<file path="src/rtl/i2c_req_scheduler_if.sv">
// Request/grant bundle between four requesters, the scheduler and a shared I2C master.
// The slave modport is the scheduler side; the master modport is the environment side.
interface i2c_req_scheduler_if;
    logic [3:0]  req;
    logic [27:0] req_addr;
    logic [3:0]  req_rw;
    logic [31:0] req_wdata;
    logic [3:0]  gnt;
    logic [3:0]  done;
    logic [3:0]  err;
    logic [7:0]  rdata;
    logic        m_enable;
    logic [6:0]  m_addr;
    logic        m_rw;
    logic [7:0]  m_data_in;
    logic        m_ready;
    logic [7:0]  m_data_out;
    logic        bus_busy;
    logic        m_lines_busy;

    modport slave (
        input  req, req_addr, req_rw, req_wdata, m_ready, m_data_out, bus_busy,
        output gnt, done, err, rdata, m_enable, m_addr, m_rw, m_data_in, m_lines_busy
    );

    modport master (
        output req, req_addr, req_rw, req_wdata, m_ready, m_data_out, bus_busy,
        input  gnt, done, err, rdata, m_enable, m_addr, m_rw, m_data_in, m_lines_busy
    );
endinterface

</file>
<file path="src/rtl/i2c_req_scheduler.sv">
// Round-robin scheduler sharing one single-byte I2C master among four requesters,
// with per-transfer timeout abort and an enforced bus-free gap between transfers.
module i2c_req_scheduler #(
    parameter int unsigned NUM_REQ = 4,
    parameter int unsigned TIMEOUT = 1024,
    parameter int unsigned GAP     = 8
) (
    input logic                clk,
    input logic                rst,
    i2c_req_scheduler_if.slave bus
);
    typedef enum logic [2:0] {IDLE, GAP_WAIT, ARB, LAUNCH, BUSY, FINISH} state_e;

    localparam logic [15:0] TMO_LAST = 16'(TIMEOUT - 1);
    localparam logic [15:0] GAP_LOAD = 16'(GAP);

    state_e      state_q;
    logic [3:0]  gnt_q;
    logic [3:0]  done_q;
    logic [3:0]  err_q;
    logic [7:0]  rdata_q;
    logic        m_enable_q;
    logic [6:0]  m_addr_q;
    logic        m_rw_q;
    logic [7:0]  m_data_in_q;
    logic [1:0]  last_gnt_q;
    logic [15:0] tmo_q;
    logic [15:0] gap_q;

    logic [6:0]  addr_arr  [4];
    logic [7:0]  wdata_arr [4];
    logic        win_valid;
    logic [1:0]  win_idx;
    logic [1:0]  cand;
    logic        tmo_hit;

    always_comb begin
        win_valid = 1'b0;
        win_idx   = '0;
        cand      = '0;
        for (int unsigned i = 0; i < 4; i++) begin
            addr_arr[i]  = bus.req_addr[7*i +: 7];
            wdata_arr[i] = bus.req_wdata[8*i +: 8];
        end
        // Search starts one past the previous owner; the 2-bit index wraps naturally.
        for (int unsigned k = 1; k <= NUM_REQ; k++) begin
            cand = last_gnt_q + 2'(k);
            if (!win_valid && bus.req[cand]) begin
                win_valid = 1'b1;
                win_idx   = cand;
            end
        end
    end

    assign tmo_hit = (tmo_q == TMO_LAST);

    always_ff @(posedge clk or posedge rst) begin
        if (rst) begin
            state_q     <= IDLE;
            gnt_q       <= '0;
            done_q      <= '0;
            err_q       <= '0;
            rdata_q     <= '0;
            m_enable_q  <= 1'b0;
            m_addr_q    <= '0;
            m_rw_q      <= 1'b0;
            m_data_in_q <= '0;
            last_gnt_q  <= 2'd3;
            tmo_q       <= '0;
            gap_q       <= '0;
        end else begin
            done_q <= '0;
            err_q  <= '0;
            unique case (state_q)
                IDLE: begin
                    if (|bus.req && !bus.bus_busy) state_q <= ARB;
                end
                ARB: begin
                    if (win_valid) begin
                        gnt_q       <= 4'b0001 << win_idx;
                        last_gnt_q  <= win_idx;
                        m_addr_q    <= addr_arr[win_idx];
                        m_rw_q      <= bus.req_rw[win_idx];
                        m_data_in_q <= wdata_arr[win_idx];
                        m_enable_q  <= 1'b1;
                        tmo_q       <= '0;
                        state_q     <= LAUNCH;
                    end else begin
                        state_q <= IDLE;
                    end
                end
                LAUNCH, BUSY: begin
                    if (tmo_hit) begin
                        err_q       <= 4'b0001 << last_gnt_q;
                        gnt_q       <= '0;
                        m_enable_q  <= 1'b0;
                        m_addr_q    <= '0;
                        m_rw_q      <= 1'b0;
                        m_data_in_q <= '0;
                        gap_q       <= GAP_LOAD;
                        state_q     <= GAP_WAIT;
                    end else begin
                        tmo_q <= tmo_q + 16'd1;
                        if (state_q == LAUNCH) begin
                            if (!bus.m_ready) begin
                                m_enable_q <= 1'b0;
                                state_q    <= BUSY;
                            end
                        end else if (bus.m_ready) begin
                            // done/rdata registered here so they are visible during FINISH itself
                            done_q <= 4'b0001 << last_gnt_q;
                            if (m_rw_q) rdata_q <= bus.m_data_out;
                            state_q <= FINISH;
                        end
                    end
                end
                FINISH: begin
                    gnt_q       <= '0;
                    m_addr_q    <= '0;
                    m_rw_q      <= 1'b0;
                    m_data_in_q <= '0;
                    gap_q       <= GAP_LOAD;
                    state_q     <= GAP_WAIT;
                end
                GAP_WAIT: begin
                    if (gap_q <= 16'd1) begin
                        gap_q   <= '0;
                        state_q <= IDLE;
                    end else begin
                        gap_q <= gap_q - 16'd1;
                    end
                end
                default: state_q <= IDLE;
            endcase
        end
    end

    assign bus.gnt          = gnt_q;
    assign bus.done         = done_q;
    assign bus.err          = err_q;
    assign bus.rdata        = rdata_q;
    assign bus.m_enable     = m_enable_q;
    assign bus.m_addr       = m_addr_q;
    assign bus.m_rw         = m_rw_q;
    assign bus.m_data_in    = m_data_in_q;
    assign bus.m_lines_busy = bus.bus_busy | (state_q != IDLE);
endmodule

</file>
<file path="src/flat_wrapper.sv">
// flat-port wrapper written by rule: the top's interface ports become plain ports
module i2c_req_scheduler_flat 
#(
    parameter int unsigned NUM_REQ = 4,
    parameter int unsigned TIMEOUT = 1024,
    parameter int unsigned GAP     = 8
)
  (clk, rst, bus_req, bus_req_addr, bus_req_rw, bus_req_wdata, bus_m_ready, bus_m_data_out, bus_bus_busy, bus_gnt, bus_done, bus_err, bus_rdata, bus_m_enable, bus_m_addr, bus_m_rw, bus_m_data_in, bus_m_lines_busy);
  i2c_req_scheduler_if bus_i ();
  input logic clk;
  input logic rst;
  input wire logic [$bits(bus_i.req)-1:0] bus_req;
  input wire logic [$bits(bus_i.req_addr)-1:0] bus_req_addr;
  input wire logic [$bits(bus_i.req_rw)-1:0] bus_req_rw;
  input wire logic [$bits(bus_i.req_wdata)-1:0] bus_req_wdata;
  input wire logic [$bits(bus_i.m_ready)-1:0] bus_m_ready;
  input wire logic [$bits(bus_i.m_data_out)-1:0] bus_m_data_out;
  input wire logic [$bits(bus_i.bus_busy)-1:0] bus_bus_busy;
  output wire logic [$bits(bus_i.gnt)-1:0] bus_gnt;
  output wire logic [$bits(bus_i.done)-1:0] bus_done;
  output wire logic [$bits(bus_i.err)-1:0] bus_err;
  output wire logic [$bits(bus_i.rdata)-1:0] bus_rdata;
  output wire logic [$bits(bus_i.m_enable)-1:0] bus_m_enable;
  output wire logic [$bits(bus_i.m_addr)-1:0] bus_m_addr;
  output wire logic [$bits(bus_i.m_rw)-1:0] bus_m_rw;
  output wire logic [$bits(bus_i.m_data_in)-1:0] bus_m_data_in;
  output wire logic [$bits(bus_i.m_lines_busy)-1:0] bus_m_lines_busy;
  assign bus_i.req = bus_req;
  assign bus_i.req_addr = bus_req_addr;
  assign bus_i.req_rw = bus_req_rw;
  assign bus_i.req_wdata = bus_req_wdata;
  assign bus_i.m_ready = bus_m_ready;
  assign bus_i.m_data_out = bus_m_data_out;
  assign bus_i.bus_busy = bus_bus_busy;
  assign bus_gnt = bus_i.gnt;
  assign bus_done = bus_i.done;
  assign bus_err = bus_i.err;
  assign bus_rdata = bus_i.rdata;
  assign bus_m_enable = bus_i.m_enable;
  assign bus_m_addr = bus_i.m_addr;
  assign bus_m_rw = bus_i.m_rw;
  assign bus_m_data_in = bus_i.m_data_in;
  assign bus_m_lines_busy = bus_i.m_lines_busy;
  i2c_req_scheduler #(.NUM_REQ(NUM_REQ), .TIMEOUT(TIMEOUT), .GAP(GAP)) u_core (.clk(clk), .rst(rst), .bus(bus_i));
endmodule
</file>
<file path="config.mk">
export PLATFORM = sky130hd
export DESIGN_NAME = i2c_req_scheduler_flat
export DESIGN_NICKNAME = d
export VERILOG_FILES = /design/src/rtl/i2c_req_scheduler_if.sv /design/src/rtl/i2c_req_scheduler.sv /design/src/flat_wrapper.sv
export SDC_FILE = /design/constraint.sdc
export NUM_CORES = 1
export LEC_CHECK = 0
export ABC_CLOCK_PERIOD_IN_PS = 2500
export CORE_MARGIN = 2
export CORE_UTILIZATION = 46
export CTS_BUF_LIST = sky130_fd_sc_hd__clkbuf_8
export CTS_CLUSTER_DIAMETER = 100
export DETAILED_ROUTE_END_ITERATION = 8
export PLACE_DENSITY_LB_ADDON = 0.15
export SYNTH_ARGS = -nofsm -noshare
export SYNTH_HDL_FRONTEND = slang
export SYNTH_SLANG_ARGS = --single-unit
</file>
<file path="constraint.sdc">
create_clock -name clk -period 2.5 [get_ports clk]
set_input_delay 0.75 -clock clk [delete_from_list [all_inputs] [get_ports clk]]
set_output_delay 0.75 -clock clk [all_outputs]
set_load 0.05 [all_outputs]
</file>
-- Word-level counts from Yosys, hierarchy flattened
Index checks and enable logic that the tools add are counted.
- register bits: 74
- muxes and demuxes: 61
- reduce and logical (&&, ||, !) cells: 22
- equal/unequal tests: 15
- shifts and indexed selects: 2
- $add $sub $neg: 5
- order comparisons: 7
- bitwise gates (word level): 4
- operators with widths (kind ; count):
    16-bit 2-to-1 mux ; 4
    16-bit one-hot mux with 3 select lines ; 1
    4-bit 2-to-1 mux ; 8
    8-bit 2-to-1 mux ; 4
    16-bit one-hot mux with 2 select lines ; 1
    7-bit 2-to-1 mux ; 4
    8-bit one-hot mux with 3 select lines ; 1
    7-bit one-hot mux with 3 select lines ; 1
    3-bit 2-to-1 mux ; 6
    16-bit by 1-bit adder with 16-bit output, second input constant ; 1
    8-bit binary-select mux with 2-bit select ; 1
    16-bit by 10-bit == test with 1-bit output, second input constant ; 1
    16-bit by 1-bit <= comparator with 1-bit output, second input constant ; 1
    16-bit by 1-bit subtractor with 16-bit output, second input constant ; 1
    2-bit by 3-bit less-than comparator with 1-bit output, second input constant ; 5
    1-bit 2-to-1 mux ; 15
    3-bit one-hot mux with 5 select lines ; 1
    7-bit binary-select mux with 2-bit select ; 1
    4-bit one-hot mux with 3 select lines ; 1
    1-bit binary-select mux with 2-bit select ; 5
    2-bit 2-to-1 mux ; 5
    3-bit nonzero test ; 3
    2-bit by 1-bit inequality test with 1-bit output, second input constant ; 4
    4-bit AND reduction ; 2
    26 further kinds ; 39

-- Depth between registers and ports, before layout
Gate-level depths: netlist of the first run.
- depth after elaboration: 19
- depth in mapped cells: 11
- mapped depth without buffers: 8

-- Least setup slack after synthesis of the first run
No wires, ideal clock.
- path type: register to register
- start: register u_core.last_gnt_q[1]
- end: register u_core.m_addr_q[1] (netlist: u_core.bus.m_addr[1])
- path buffers: 3
- cell stages (with the launch flop): 12
- library setup time: 0.130 ns
- path slack: -0.216 ns
- data arrival time: 2.585 ns
- path through: dfstp_2 buf_2 inv_1 ha_1 mux2_2 o22ai_1 o311ai_2 o21ai_0 buf_2 buf_2 mux2i_1 o211ai_2
- cells in the longest elaborated chain, start to end: 19
- elaborated cells on any way between the ends: 33
- those cells by class: add/sub (3); eq/ne (1); mux (21); bitwise (1); reduce/logical (7)
- RTL lines (item ; RTL line ; RTL):
    start, declared ; i2c_req_scheduler.sv:26 ; logic [1:0] last_gnt_q;
    start signal, assigned ; i2c_req_scheduler.sv:81 ; last_gnt_q <= win_idx;
    2-bit by 1-bit adder with 2-bit output ; i2c_req_scheduler.sv:47 ; cand = last_gnt_q + 2'(k);
    1-bit binary-select mux with 2-bit select ; i2c_req_scheduler.sv:48 ; if (!win_valid && bus.req[cand]) begin
    1-bit 2-to-1 mux (implied by the code) ; i2c_req_scheduler.sv:48 ;
    1-bit 2-to-1 mux ; i2c_req_scheduler.sv:48 ;
    1-bit logical NOT ; i2c_req_scheduler.sv:48 ;
    1-bit logical AND ; i2c_req_scheduler.sv:48 ;
    1-bit 2-to-1 mux ; i2c_req_scheduler.sv:48 ;
    1-bit logical NOT ; i2c_req_scheduler.sv:48 ;
    [2 not listed] ; - ;
    1-bit logical NOT ; i2c_req_scheduler.sv:48 ;
    1-bit logical AND ; i2c_req_scheduler.sv:48 ;
    2-bit 2-to-1 mux ; i2c_req_scheduler.sv:48 ;
    2-bit NOT with 3-bit output (implied by the code) ; i2c_req_scheduler.sv:82 ; m_addr_q <= addr_arr[win_idx];
    7-bit binary-select mux with 2-bit select ; i2c_req_scheduler.sv:82 ;
    7-bit 2-to-1 mux (implied by the code) (2 in a row) ; i2c_req_scheduler.sv:82 ;
    7-bit 2-to-1 mux ; i2c_req_scheduler.sv:79 ; if (win_valid) begin
    7-bit one-hot mux with 3 select lines ; i2c_req_scheduler.sv:74 ; unique case (state_q)
    end signal, assigned ; i2c_req_scheduler.sv:82 ;
    end, declared ; i2c_req_scheduler.sv:23 ; logic [6:0] m_addr_q;
Parallel ways exist; a longest one is shown, timed or not. The select of a mux whose other input is x is not followed.
A chain may end at the register's enable or synchronous reset.

-- Worst setup path in the final report of the first run
- start: register u_core.last_gnt_q[1]
- end: register u_core.m_addr_q[0] (netlist: u_core.bus.m_addr[0])
Same word-level chain as after synthesis.

==> metrics.txt, run 1 <==
outcome complete, no violations; yosys warns 0; initial core utilization 0.4785; kind of start point of the critical path register; routed len/inst 15.66 um; Critical R2R Launch u_core.last_gnt_q[1]$_DFFE_PP1P_; R2R Path End u_core.bus.m_addr[0]$_DFFE_PP0P_; clock sinks 74; CP Class register to register; I/O Pins 118; layout cell share with drive strength beyond 1 0.1650; ANT nets after route 0; Post-synth top flop dfrtp_1; met1 Resource Use GR 0.2902; met2 Use GR 0.3555; via count 3,992; Cell Pwr Density 1302 nW/um^2; largest net degree at the start of global routing 34; final period utilization 0.9700; maxcap violations 0; initial antenna violation count 0; syn nets 567; first-pass GRT wire length 18,150 um; core region area 9328 sq um; max frequency 412.4 MHz; Area Growth Syn to Fin 40.29%; Slew @ Worst Pin 0.6713 ns; WHS Endpoint u_core.gap_q[12]$_DFFE_PP0P_; routability cong. 0.8471; VDD IR max 0.7604 mV; Final min period 2.425 ns; CTS root buf clkbuf_8; hold-critical path depth 1; gr usage total 0.2184; I/O Buffers 117; Hold Startpoint u_core.gap_q[12]$_DFFE_PP0P_; TritonCTS clock tree done; Hold Fails Final Rpt 0; vias in the first global route 3,903; CP required 2.74 ns; Crit path largest cell delay 0.55 ns; DP Wirelength 8580 um; worst skew pair latency 0.36 ns; CTS max path bufs 2; Chip Height 102.5 um; relative slew slack 0.5524; DRC viols 0; sequential area share after synthesis 0.4155; post-synthesis simple-gate area fraction 0.2299; synthesized flop and latch total 74; crit-path cells inv_2, ha_4, mux2_2, o22ai_2, o311ai_2, buf_4, o21ai_4, mux2_1, a221o_1; post-synthesis instance area 4463 sq um; Leak 2.816 nW; CTS buffer count 9; Overflow after GRT 0; post-synthesis compound-gate area fraction 0.1385; CP arrival 2.66 ns; Avg Cell Area, Syn 9.317 sq um; clock skew 0.01288 ns; Post-synth EDFFs 0; synthesized instance count 479; adder-cell share of the synthesized area 0.02243; worst reg-to-reg setup slack 0.08 ns; reg2reg path depth 9; ant diodes 0; vias per cell 5.387; multiplexer share of the synthesized area 0.1152; H-tree levels 3; min-delay worst type register to register; RSZ-0062 raised after global routing no; busiest grt layer met2; Iteration-0 DRC Markers 134; Nets 695; final WL 11,610 um; routing usage on met3 0.04881; DRT Pass-1 Iters 4; Netlist cell types 59; final setup fails 0; die area 10,510 sq um; PnR Total Power 0.008152 W; Critical Path End Type register; CP max FO 4; FFs w/ async S/R, synth 1.000; largest family of logic cells by synthesized area simple AND/OR/NAND/NOR gates; setup_tns 0 ns; Worst-path clk slew 0.09 ns; Cell Rows 35; CP max stage cell dfstp_2; Chip Width 102.5 um; Synth Area in XOR/XNOR 0.02551; Slew Limit Fails 0
==> layer usage <==
| metal | wire [um] | vias up |
|---|---|---|
| met3 | 516 | 18 |
| met4 | 238 | 0 |
| met5 | 0 | - |
| met2 | 5595 | 94 |
| li1 | - | 1956 |
| met1 | 5257 | 1924 |
==> final cells by class <==
type / count / area, sq um
Multi-Input combinational cell: 361 / 2445
Tap cell: 129 / 161.4
Clock buffer: 13 / 178.9
Inverter: 13 / 52.55
Timing Repair Buffer: 148 / 1500
Clock inverter: 3 / 68.82
Sequential cell: 74 / 1854
Fill cell: 753 / 3067
==> layout by cell type, fill, tap and decap left out, drive strengths merged, types with 15 or more instances in the layout <==
cell and instances:
a21oi 16, buf 32, clkdlybuf4s50 112, dfrtp 72
mux2i 33, nand2 68, nor2 48, nor3 37
o211ai 15, o21ai 27
==> through the flow <==
step	util	hold slack (ns)	std cells	instance area (sq um)	setup slack, ns
after global routing	0.6712	0.4970	741	6261	0.002056
after global placement	0.6361	0.4648	723	5933	-0.3749
after floorplan	-	0.4455	479	4501	0.01375
after CTS	0.6629	0.4891	739	6183	0.005759
after detailed placement	0.6361	0.4684	723	5933	-0.4611
final	0.6712	0.4891	741	6261	0.07509
==> synth_stat cells (3+ instances only) <==
cell type  instances  area [sq um]
mux2i_1           33         330.3
nor4_1             5         31.28
a21oi_1           16         80.08
xnor2_1            7         61.31
ha_1               8         100.1
dfrtp_1           72          1802
nor2_1            47         176.4
o21ai_0           22         110.1
buf_2              9         45.04
nand4_1            5         31.28
o31ai_1            7         52.55
o211ai_2           8         100.1
nor3_1            36         180.2
and4_1             3         26.28
nand3_1            7         35.03
xor2_1             6         52.55
o21ai_1            5         25.02
mux2_2            11         123.9
and2_1             6         37.54
buf_6              8         90.09
clkbuf_1          13         48.80
nor2b_1            3         18.77
nand2_1           66         247.7
o41ai_1            3         26.28
and3_1             7         43.79
inv_1             13         48.80
o211ai_1           7         52.55
nand2b_1           4         25.02
nor3b_1            3         22.52
==> timing repair <==
item                       in CTS  in global routing
setup buffers                   0                  1
hold buffers                    0                  0
pin swaps                       0                  1
setup endpoints to repair      13                 40
hold endpoints to repair        0                  0
resized for setup               2                 17
gates cloned                    0                  1
==> worst max-delay path: cells and delay by family (launching register included) <==
family                   cells  cell delay [ns]
multiplexers                 2             0.68
buffers and inverters        2             0.21
AO/OA/AOI/OAI                4             0.58
flip-flops                   1             0.55
adder cells (fa/ha/maj)      1             0.29
==> how the worst max path moves through the flow <==
stage / slack, ns / start / endpoint / cells after the start
6_report: 0.08 / u_core.last_gnt_q[1]$_DFFE_PP1P_ / u_core.bus.m_addr[0]$_DFFE_PP0P_ / 9
2_1_floorplan: 0.01 / u_core.last_gnt_q[1]$_DFFE_PP1P_ / u_core.bus.m_addr[0]$_DFFE_PP0P_ / 10
3_5_place_dp: -0.46 / bus_req[2] / u_core.bus.m_data_in[1]$_DFFE_PP0P_ / 8
3_3_place_gp: -0.37 / bus_req[2] / u_core.bus.m_addr[0]$_DFFE_PP0P_ / 7
4_1_cts: 0.006 / bus_req[1] / u_core.bus.m_data_in[6]$_DFFE_PP0P_ / 8
5_1_grt: 0.002 / u_core.last_gnt_q[1]$_DFFE_PP1P_ / u_core.bus.m_addr[2]$_DFFE_PP0P_ / 10
==> state kept, by name, summed over array words and instances, names as in the netlist, 2 cells and up <==
| name | flops |
|---|---|
| u_core.last_gnt_q | 2 |
| u_core.bus.err | 4 |
| u_core.state_q | 3 |
| u_core.gap_q | 16 |
| u_core.bus.done | 4 |
| u_core.bus.m_data_in | 8 |
| u_core.tmo_q | 16 |
| u_core.bus.gnt | 4 |
| u_core.bus.rdata | 8 |
| u_core.bus.m_addr | 7 |
==> kinds of logic (layout without fill, tap and decap cells) <==
| logic type | count (synthesis) | count (layout) |
|---|---|---|
| simple gates | 208 | 208 |
| compound gates | 84 | 84 |
| flops | 74 | 74 |
| mux | 48 | 48 |
| buf+inv | 44 | 177 |
| xor+xnor | 13 | 13 |
| fa+ha+maj | 8 | 8 |
==> power by group <==
part           switching, W  internal, W  total [W]
combinational       0.00300      0.00209    0.00509
sequential         0.000326      0.00160    0.00193
clock              0.000455     0.000674    0.00113
No activity file was read; power rests on OpenSTA's default activity.
==> run 2: changes to the inputs <==
- CORE_MARGIN: 2 -> not set
==> run 2 against run 1 <==
Effect of this change: setup slack better by 0.00079 ns; largest power group unchanged; clock skew down 0.00070 ns; total power down 0.78%; worst hold slack better by 0.0028 ns; largest cell class unchanged; die area down 3.9%; utilization up 0.094 points.
==> metrics.txt, run 2 (synthesized netlist as in run 1, its figures left out) <==
initial antenna violation count 0; combinational power share 0.638; Switching Fraction 0.4738; Seq pwr share 0.239; kind of start point of the critical path register; Final min period 2.424 ns; Overflow after GRT 0; CTS buffer count 9; Nets 697; CP Class register to register; outcome complete, no violations; VDD IR max 0.7718 mV; fin worst setup slack 0.07588 ns; vias in the first global route 3,829; CTS root buf clkbuf_8; largest net degree at the start of global routing 50; initial core utilization 0.4785; Cell Pwr Density 1290 nW/um^2; Leak 2.783 nW; crit path capture u_core.bus.m_addr[0]$_DFFE_PP0P_; worst reg-to-reg setup slack 0.08 ns; H-tree levels 3; CP bufs+invs 1; max frequency 412.5 MHz; first-pass GRT wire length 18,070 um; final period utilization 0.9696; crit-path cells buf_4, mux4_2, nand3_1, nand2_2, o21a_2, mux2_4, a221o_1; Chip Width 100.5 um; Stages on worst setup path 7; Top Registers u_core.gap_q (16), u_core.tmo_q (16); Chip Height 100.5 um; Finished Core Util 0.6722; clock skew 0.01217 ns; WL met1 5333 um; # hold bufs at CTS 0; internal power 0.004256 W; final setup fails 0; min-delay worst type register to register; TritonCTS clock tree done; Worst-path clk slew 0.08 ns; Hold Startpoint u_core.bus.m_data_in[2]$_DFFE_PP0P_; Final Cell Area 6270 sq um; CP startpoint u_core.last_gnt_q[0]$_DFFE_PP1P_; CP max FO 6; Critical R2R Launch u_core.last_gnt_q[0]$_DFFE_PP1P_; Psw 0.003832 W; Cell Rows 35; CP required 2.72 ns; R2R Path End u_core.bus.m_addr[0]$_DFFE_PP0P_; final WL 11,450 um; clock network fraction of total power 0.123; Area Growth Syn to Fin 40.48%; DRC viols 0; Slew @ Worst Pin 0.6945 ns; Hold Fails Final Rpt 0; gr usage total 0.2262; ant diodes 0; DP Worst Slack -0.3955 ns; Top delay family on crit path multiplexers; metal2 WL 5589 um; top layer in use met4; CP arrival 2.65 ns; routability cong. 0.8262; die area 10,100 sq um; clock sinks 74; RSZ-0062 raised after global routing yes; area post-placement 5948 sq um; I/O Buffers 117; most frequent cells in the layout clkdlybuf4s50_1 (112), dfrtp_1 (72), nand2_1 (65), nor2_1 (45), nor3_1 (35); most common cell after layout, fill and taps aside clkdlybuf4s50_1; DP Wirelength 8307 um; via count 3,961; CTS max path bufs 2; I/O Pins 118; Crit path largest cell delay 0.56 ns; core region area 9328 sq um; reg2reg path depth 7; relative slew slack 0.5370; CP max stage cell dfstp_2; Slew Limit Fails 0; Iteration-0 DRC Markers 150; worst skew pair latency 0.35 ns; routed len/inst 15.41 um; DRT Pass-1 Iters 4; layout cell share with drive strength beyond 1 0.1726; ANT nets after route 0; met3 WL 498 um; maxcap violations 0; Critical Path End Type register; vias per cell 5.331
-- run 2: cell count changes in the layout (fill, tap and decap cells not counted), sizes merged --
cell / before / now
buf: 32 / 34
bufinv: 2 / 1
clkbuf: 13 / 11
clkinv: 1 / 0
clkinvlp: 1 / 4
dlygate4sd2: 1 / 3
dlymetal6s2s: 3 / 1
inv: 12 / 13
-- run 2: worst register-to-register path, stage by stage, from the launching register on --
cell,delay (ns)
dfstp_2,0.56
buf_4,0.18
mux4_2,0.51
nand3_1,0.12
nand2_2,0.08
o21a_2,0.24
mux2_4,0.30
a221o_1,0.32
-- run 2: worst min path at each step --
stage          cells after the start                             endpoint  slack (ns)
2_1_floorplan                      1         u_core.gap_q[12]$_DFFE_PP0P_        0.45
3_3_place_gp                       1      u_core.bus.m_enable$_DFFE_PP0P_        0.47
3_5_place_dp                       1      u_core.bus.m_enable$_DFFE_PP0P_        0.47
4_1_cts                            1      u_core.bus.m_enable$_DFFE_PP0P_        0.50
5_1_grt                            1         u_core.gap_q[12]$_DFFE_PP0P_        0.52
6_report                           2  u_core.bus.m_data_in[2]$_DFFE_PP0P_        0.49
-- run 2: metal layers --
layer,up-vias,global-route usage
li1,1960,-
met1,1905,0.3060
met2,94,0.3751
met3,2,0.04438
met4,0,0.05463
met5,-,0
-- run 2: through the flow --
stage,TNS [ns],hold slack [ns],instances,total power (W)
floorplan,0,0.4455,479,0.005510
global placement,-5.176,0.4681,725,0.006741
global route,-0.1261,0.5163,743,0.008612
finish,0,0.4919,743,0.008088
CTS,0,0.4957,741,0.007906
detailed placement,-6.752,0.4733,725,0.006885
-- run 2: what timing repair did --
item                       in CTS  in global routing
resized for setup               6                 20
hold endpoints to repair        0                  0
pin swaps                       0                  5
gates cloned                    0                  0
setup buffers                   0                  2
setup endpoints to repair       8                 40
-- run 2: power groups by stage --
stage / sequential [W] / combinational, W / clock (W)
6_report: 0.00193 / 0.00516 / 0.000994
3_3_place_gp: 0.00192 / 0.00482 / 0
4_1_cts: 0.00193 / 0.00498 / 0.00101
2_1_floorplan: 0.00259 / 0.00292 / 0
3_5_place_dp: 0.00194 / 0.00494 / 0
5_1_grt: 0.00199 / 0.00557 / 0.00105
-- run 2: area by class of cell --
| type | count | area [sq um] |
|---|---|---|
| inverters | 13 | 55.05 |
| well taps | 129 | 161.4 |
| multi-input cells | 361 | 2477 |
| flip-flops and latches | 74 | 1854 |
| clock inverters | 5 | 61.31 |
| clock buffers | 11 | 151.4 |
| repair buffers | 150 | 1509 |
| fillers | 760 | 3058 |
==> run 3: changes to the inputs <==
- ABC_CLOCK_PERIOD_IN_PS: 2500 -> 2700
- CORE_UTILIZATION: 46 -> 47
- clock period: 2.5 -> 2.7 ns (I/O delays scaled with it)
==> run 3 against run 2 <==
Effect of this change: count of clock-buffer cells in the layout down 1; critical path depth unchanged; combinational power decreased by 11%; largest power group unchanged; critical endpoint unchanged; final area decreased by 2.3%.
==> metrics.txt, run 3 (synthesized netlist as in run 1, its figures left out) <==
worst reg-to-reg setup slack 0.12 ns; via count 3,977; I/O Buffers 117; vias per cell 5.367; Hold Fails Final Rpt 0; DRT Pass-1 Iters 6; Cell Pwr Density 1174 nW/um^2; final period utilization 0.9699; final setup fails 0; Iteration-0 DRC Markers 103; core region area 9240 sq um; CP arrival 2.85 ns; Final Cell Area 6125 sq um; CP Class input pin to register; most frequent cells in the layout clkdlybuf4s50_1 (114), dfrtp_1 (72), nand2_1 (66), nor2_1 (46), nor3_1 (35); ant diodes 0; R2R Path End u_core.bus.m_addr[0]$_DFFE_PP0P_; RSZ-0062 raised after global routing no; hold-critical path depth 1; Slew @ Worst Pin 1.178 ns; first-pass GRT wire length 18,510 um; setup_tns 0 ns; Top Registers u_core.gap_q (16), u_core.tmo_q (16); WHS Endpoint u_core.gap_q[15]$_DFFE_PP0P_; Final min period 2.619 ns; PnR Total Power 0.007189 W; Chip Width 99.45 um; ANT nets after route 0; dpl cells 724; maxcap violations 0; Cell Rows 35; TritonCTS clock tree done; H-tree levels 3; CTS max path bufs 2; Critical R2R Launch u_core.last_gnt_q[0]$_DFFE_PP1P_; final WL 11,160 um; largest net degree at the start of global routing 33; kind of start point of the critical path input pin; DRC viols 0; min-delay worst type register to register; worst skew pair latency 0.35 ns; I/O Pins 118; layout cell share with drive strength beyond 1 0.1471; VDD IR max 0.5357 mV; Chip Height 99.45 um; CP required 2.93 ns; max frequency 381.9 MHz; initial core utilization 0.4830; routed len/inst 15.06 um; clock skew 0.01818 ns; Worst-path clk slew 0.09 ns; # hold bufs at CTS 0; Overflow after GRT 0; Cell Count, Final, Fillers Out 741; vias in the first global route 3,880; Hold WS 0.4967 ns; Hold Startpoint u_core.gap_q[15]$_DFFE_PP0P_; Critical Path End Type register; initial antenna violation count 0; clock sinks 74; Nets 695; Slew Limit Fails 0; CP max FO 4; Leak 2.753 nW; reg2reg path depth 9; DP Wirelength 8206 um; routability cong. 0.8353; CTS root buf clkbuf_8; area post-placement 5906 sq um; die area 9889 sq um; CTS buffer count 9; relative slew slack 0.2149; outcome complete, no violations; Area Growth Syn to Fin 37.23%; Post-CTS Setup Bufs 0; fillers 766; gr usage total 0.2338; most common cell after layout, fill and taps aside clkdlybuf4s50_1
==> run 3: changes by cell type in the layout (fill, tap and decap cells not counted), sizes merged <==
cell           previous run  this run
buf                      34        32
dlygate4sd2               3         0
clkdlybuf4s50           112       114
inv                      13        14
clkbuf                   11        10
clkinv                    0         2
clkinvlp                  4         3
bufinv                    1         0
dlymetal6s2s              1         2
==> run 3: metal layers <==
layer,global-route usage,up-vias,wire [um]
met2,0.3729,104,5329
met1,0.3197,1893,5051
li1,-,1963,-
met5,0,-,0
met3,0.04216,17,555
met4,0.08484,0,222
==> run 3: worst max path at each step <==
| stage | endpoint | slack, ns | depth (start not counted) | from |
|---|---|---|---|---|
| 2_1_floorplan | u_core.bus.done[0]$_DFF_PP0_ | 0.01 | 1 | rst |
| 3_3_place_gp | u_core.bus.m_addr[0]$_DFFE_PP0P_ | -0.19 | 8 | bus_req[2] |
| 3_5_place_dp | u_core.bus.m_data_in[1]$_DFFE_PP0P_ | -0.27 | 9 | bus_req[0] |
| 4_1_cts | u_core.bus.m_data_in[1]$_DFFE_PP0P_ | 0.06 | 10 | u_core.last_gnt_q[0]$_DFFE_PP1P_ |
| 5_1_grt | u_core.bus.m_addr[0]$_DFFE_PP0P_ | 0.009 | 9 | u_core.last_gnt_q[0]$_DFFE_PP1P_ |
| 6_report | u_core.bus.m_addr[0]$_DFFE_PP0P_ | 0.08 | 7 | bus_req[1] |
==> run 3: critical path, stage by stage <==
cell and delay, ns:
clkdlybuf4s50_1 0.49, mux4_2 0.49, nand3_1 0.09, nand2_1 0.08
o21ai_2 0.28, mux2_1 0.36, a221o_1 0.26
==> run 3: final cells by class <==
cell class	instances	area, sq um	share of cell area
multi-input combinational	361	2404	0.3924
sequential	74	1854	0.3028
timing repair buffer	148	1478	0.2413
tap	129	161.4	0.02635
clock buffer	10	137.6	0.02247
inverter	13	48.80	0.007967
clock inverter	6	41.29	0.006742
==> run 3: where the power goes <==
| group | leakage, nW | total [W] | switching, W | internal, W |
|---|---|---|---|---|
| clock | 0.0847 | 0.000804 | 0.000445 | 0.000359 |
| combinational | 1.69 | 0.00459 | 0.00272 | 0.00187 |
| sequential | 0.976 | 0.00179 | 0.000309 | 0.00149 |
| total | 2.75 | 0.00719 | 0.00348 | 0.00371 |
==> run 3: timing repair <==
item,in CTS,in global routing
hold endpoints to repair,0,0
resized for setup,0,8
setup endpoints to repair,0,16
==> run 3: through the flow <==
stage | utilization | setup slack [ns]
floorplan | - | 0.01092
global placement | 0.6391 | -0.1881
detailed placement | 0.6391 | -0.2707
CTS | 0.6585 | 0.06396
global route | 0.6628 | 0.008974
finish | 0.6628 | 0.08130
